===== src/rtl/video_types_pkg.sv =====
// rtl/video_types_pkg.sv - shared video constants, DMA state type and page fold helper
package video_types;

    localparam logic [15:0] DMA_REG_ADDR = 16'hFF46;
    localparam logic [15:0] OAM_LOC      = 16'hFE00;
    localparam int          OAM_SIZE     = 160;
    localparam logic [7:0]  ECHO_LO      = 8'hE0;
    localparam logic [7:0]  ECHO_HI      = 8'hFF;

    typedef enum logic [1:0] {
        IDLE,
        REQ,
        RD,
        WR
    } dma_state_t;

    // Echo RAM pages alias work RAM 0x2000 lower; widened compare keeps ECHO_HI=0xFF legal.
    function automatic logic [7:0] fold_page(input logic [7:0] page);
        if (({1'b0, page} >= {1'b0, ECHO_LO}) && ({1'b0, page} <= {1'b0, ECHO_HI}))
            return page - 8'h20;
        else
            return page;
    endfunction

endpackage


===== src/rtl/dma_addr_gen.sv =====
// rtl/dma_addr_gen.sv - source page fold and source/destination address formation
module dma_addr_gen
    import video_types::*;
(
    input  logic [7:0]  page,
    input  logic [7:0]  idx,
    output logic [15:0] src_addr,
    output logic [15:0] dst_addr
);

    assign src_addr = {fold_page(page), idx};
    assign dst_addr = OAM_LOC + {8'h00, idx};

endmodule


===== src/rtl/oam_dma_engine.sv =====
// rtl/oam_dma_engine.sv - OAM DMA bus initiator: copies one source page into OAM
module oam_dma_engine
    import video_types::*;
(
    input  logic        clk,
    input  logic        reset_n,
    input  logic        reg_we,
    input  logic [15:0] reg_addr,
    input  logic [7:0]  reg_wdata,
    output logic [7:0]  reg_rdata,
    output logic        busy,
    output logic        done,
    output logic        bus_req,
    input  logic        bus_gnt,
    output logic [15:0] bus_addr,
    output logic [7:0]  bus_wdata,
    input  logic [7:0]  bus_rdata,
    output logic        bus_re,
    output logic        bus_we,
    input  logic        bus_ack
);

    localparam logic [7:0] LAST_IDX = 8'(OAM_SIZE - 1);

    dma_state_t state, state_next;
    logic [7:0] idx, idx_next;
    logic [7:0] page;
    logic [7:0] data_latch, latch_next;
    logic       done_next;
    logic       trigger;
    logic [15:0] src_addr, dst_addr;

    assign trigger = reg_we && (reg_addr == DMA_REG_ADDR);

    dma_addr_gen u_addr_gen (
        .page     (page),
        .idx      (idx),
        .src_addr (src_addr),
        .dst_addr (dst_addr)
    );

    always_ff @(posedge clk or negedge reset_n) begin
        if (!reset_n) begin
            state      <= IDLE;
            idx        <= 8'h00;
            page       <= 8'h00;
            data_latch <= 8'h00;
            done       <= 1'b0;
        end else begin
            state      <= state_next;
            idx        <= idx_next;
            data_latch <= latch_next;
            done       <= done_next;
            if (trigger)
                page <= reg_wdata;
        end
    end

    always_comb begin
        state_next = state;
        idx_next   = idx;
        latch_next = data_latch;
        done_next  = 1'b0;
        case (state)
            IDLE: ;
            REQ: begin
                if (bus_gnt)
                    state_next = RD;
            end
            RD: begin
                if (bus_ack) begin
                    latch_next = bus_rdata;
                    state_next = WR;
                end
            end
            WR: begin
                if (bus_ack) begin
                    if (idx == LAST_IDX) begin
                        done_next  = 1'b1;
                        state_next = IDLE;
                    end else begin
                        idx_next   = idx + 8'd1;
                        state_next = RD;
                    end
                end
            end
            default: state_next = IDLE;
        endcase
        // A new page write restarts from any state and swallows any pending done.
        if (trigger) begin
            state_next = REQ;
            idx_next   = 8'h00;
            done_next  = 1'b0;
        end
    end

    always_comb begin
        busy      = (state != IDLE);
        bus_req   = (state != IDLE);
        bus_re    = (state == RD);
        bus_we    = (state == WR);
        bus_addr  = 16'h0000;
        bus_wdata = 8'h00;
        if (state == RD)
            bus_addr = src_addr;
        else if (state == WR) begin
            bus_addr  = dst_addr;
            bus_wdata = data_latch;
        end
    end

    assign reg_rdata = page;

endmodule

===== config.mk =====
export PLATFORM = sky130hd
export DESIGN_NAME = oam_dma_engine
export DESIGN_NICKNAME = d
export VERILOG_FILES = /design/src/rtl/video_types_pkg.sv /design/src/rtl/dma_addr_gen.sv /design/src/rtl/oam_dma_engine.sv
export SDC_FILE = /design/constraint.sdc
export NUM_CORES = 1
export LEC_CHECK = 0
export ABC_CLOCK_PERIOD_IN_PS = 1710
export CAP_MARGIN = 20
export CORE_AREA = 2 2 56 84
export CTS_CLUSTER_DIAMETER = 200
export CTS_CLUSTER_SIZE = 40
export DETAILED_ROUTE_END_ITERATION = 12
export DIE_AREA = 0 0 58 86
export GPL_ROUTABILITY_DRIVEN = 0
export GPL_TIMING_DRIVEN = 0
export PLACE_DENSITY = 0.74
export SETUP_SLACK_MARGIN = 0.4
export SYNTH_ARGS = -nofsm -noshare
export SYNTH_HDL_FRONTEND = slang
export SYNTH_SLANG_ARGS = --single-unit

===== constraint.sdc =====
create_clock -name clk -period 1.71 [get_ports clk]
set_clock_uncertainty 0.15 [all_clocks]
set_input_delay 0.342 -clock clk [delete_from_list [all_inputs] [get_ports clk]]
set_output_delay 0.342 -clock clk [all_outputs]
set_load 0.005 [all_outputs]

==> impl_metrics.py <==
metrics = {
    "layout": {
        "final_net_count": 302,
        "stdcell_count": 308,
        "area_growth_pct": 107,
        "final_area_sq_um": 3100,
        "diodes": 0,
        "final_core_util": 0.735,
        "drive_gt1_frac": 0.637,
    },
    "worst_setup_path": {
        "end_kind": "primary output",
        "critPathMaxFanout": 2,
        "slowest_stage": "dfrtp_1",
        "critPathArrivalTime_ns": 1.38,
        "crit_chain": "inv_2 -> ha_4 -> a31oi_4 -> o21a_1 -> buf_2",
        "path_class": "reg2out",
        "critPathBufInv": 2,
        "required_ns": 1.22,
        "slowest_delay_ns": 0.41,
        "crit_family": "flip-flops",
        "cp-start-kind": "flip-flop",
    },
    "global_route": {
        "grt_overflow": 0,
        "grt_pass1_wl_um": 8400,
        "antenna_found_initial": 0,
        "track_usage": 0.221,
        "grt_max_degree": 16,
        "grt_pass1_vias": 1677,
    },
    "floorplan": {
        "dieArea_sq_um": 4990,
        "initial_core_util": 0.355,
        "die_x_um": 58,
        "die_y_um": 86,
        "core_sq_um": 4210,
        "ios": 74,
        "num_rows": 29,
    },
    "clocking": {
        "postCtsHoldBufs": 0,
        "clk_pin_slew_ns": 0.10,
        "cts_tree": "yes",
        "htreeDepth": 1,
        "clock-root-buffer": "clkbuf_8",
        "numClockSinks": 27,
        "cts_inserted_buffers": 3,
        "clock_latency_ns": 0.28,
        "clockBufferDepth": 2,
    },
    "timing": {
        "drv_slew": 0,
        "setup_viol": 35,
        "setup_ws_ns": -0.162,
        "post-route-period-util": 1.09,
        "rsz0062_at_grt": "true",
        "relSlewSlack": 0.502,
        "holdWs_ns": -0.0443,
        "tightest_slew_ns": 0.746,
        "hold_violations": 14,
        "fin_tns_setup_ns": -2.93,
        "min_period_ns": 1.87,
        "clock.fmax_ghz": 0.534,
    },
    "synthesis": {
        "syn_inst": 139,
        "synth.largest_area_cell": "dfrtp_1",
        "synth_warnings": 0,
        "synth_enable_flop_cells": 0,
        "synth_area_leaders": "dfrtp_1 (45%), mux2_2 (12%), and2_1 (3.8%)",
        "ys_dominant_reg_cell": "dfrtp_1",
        "ys_ff_latch": 27,
        "netlist.area_leader.share": 0.452,
        "synth_nets": 178,
        "yosysUniqueCellTypes": 37,
        "ys_async_sr_fraction": 1.00,
        "avgSynthCellArea_sq_um": 10.8,
        "synthesis.area_sq_um": 1500,
        "seq_area_frac_synth": 0.452,
    },
    "place": {
        "hpwl_um": 3150,
        "dp_cells": 258,
        "placed_area_sq_um": 2420,
        "preCtsSetupSlack_ns": -0.316,
        "numPortBuffers": 72,
    },
    "power": {
        "fin_total_pwr_mw": 3.80,
        "leakagePower_nw": 1.48,
        "power_density_nw_per_um2": 1230,
        "ir_drop_v": 0.000985,
    },
    "outcome": {
        "violations": "hold timing, setup timing",
        "outcome": "finished with violations",
    },
    "detailed_routing": {
        "ant_nets": 0,
        "drt_iter0_markers": 45,
        "wl_um": 5610,
        "drc": 0,
        "vias": 1611,
        "via_per_inst": 5.23,
        "drtPass1Iterations": 4,
        "wl_per_cell_um": 18.2,
    },
    "min_path": {
        "hp-class": "in2async",
    },
    "job": {
        "drv_cap": 0,
    },
}
registers in the layout, indices dropped and copies added, names as in the netlist:
signal / flops
data_latch: 8
state: 2
idx: 8
done: 1
reg_rdata: 8
cells by family after synthesis:
family,synth area share
DFF,0.452
AOI/OAI and AO/OA,0.0862
xor gates and xnor gates,0.0293
adders and majority gates,0.0167
and+or+nand+nor,0.234
buffers and inverters,0.0477
muxes,0.134
layer usage:
layer	wire (um)	vias up	share of wire	track usage
met5	0	-	0	0
met1	2020	782	0.36	0.259
li1	-	739	-	-
met2	3140	69	0.56	0.398
met4	197	0	0.035	0.0719
met3	247	21	0.044	0.0362
repair_timing:
item | CTS | global route
pin swaps | 23 | 18
resized for setup | 248 | 30
setup buffers | 35 | 8
setup endpoints to repair | 64 | 73
cloned | 3 | 0
synth_stat cells, types with 2 or more instances:
cell type / count
mux2_2: 16
nand4_1: 5
clkbuf_1: 3
buf_4: 3
and3_1: 9
mux2i_1: 2
o21a_1: 5
ha_1: 2
buf_2: 3
and2_1: 9
dfrtp_1: 27
a21oi_1: 5
nor2_1: 10
xnor2_1: 5
nor3_1: 3
nand3_1: 3
a31oi_1: 2
inv_1: 3
nand2_1: 3
nor2b_1: 3
nand2_2: 2
worst paths after layout:
check	cells past startpoint	slack, ns	from	to
worst min-delay path	1	-0.04	reset_n	reg_rdata[4]
worst max-delay path	5	-0.16	reg_rdata[6]	bus_addr[14]
worst min register to register	1	0.37	data_latch[4]	data_latch[4]
min in group clk	2	0.32	bus_ack	state[0]
worst max register to register	6	-0.04	state[1]	data_latch[5]
max in group asynchronous	2	0.89	reset_n	idx[5]
cell usage in the layout (no fill, tap or decap), drive strengths merged:
master	n
nor3	3
nor2	10
nand4	5
a311oi	1
and2	11
dlygate4sd2	9
and3	9
and2b	1
nor2b	3
buf	95
mux2i	2
a31oi	2
xnor2	5
nand4b	1
mux2	16
nand2	5
and4	1
clkbuf	7
nand3	4
inv	3
dfrtp	27
nor4	1
clkdlybuf4s50	17
a22oi	1
or2	1
clkdlybuf4s15	4
ha	2
nor3b	2
a21oi	6
dlymetal6s2s	1
o21a	5
a221o	1
a211oi	1
final cells by class:
class	count	area (sq um)
plain buffers	10	143
clock buffers	4	45.0
fillers	290	1110
inverters	3	11.3
multi-input cells	99	1020
flip-flops and latches	27	683
well taps	46	57.6
repair buffers	119	1140
power breakdown:
group,internal [mW],total [mW],switching (mW)
Combinational,1.62,2.50,0.877
Clock,0.168,0.380,0.212
Sequential,0.790,0.924,0.135
Note: power is estimated with default switching activity, not from simulation.
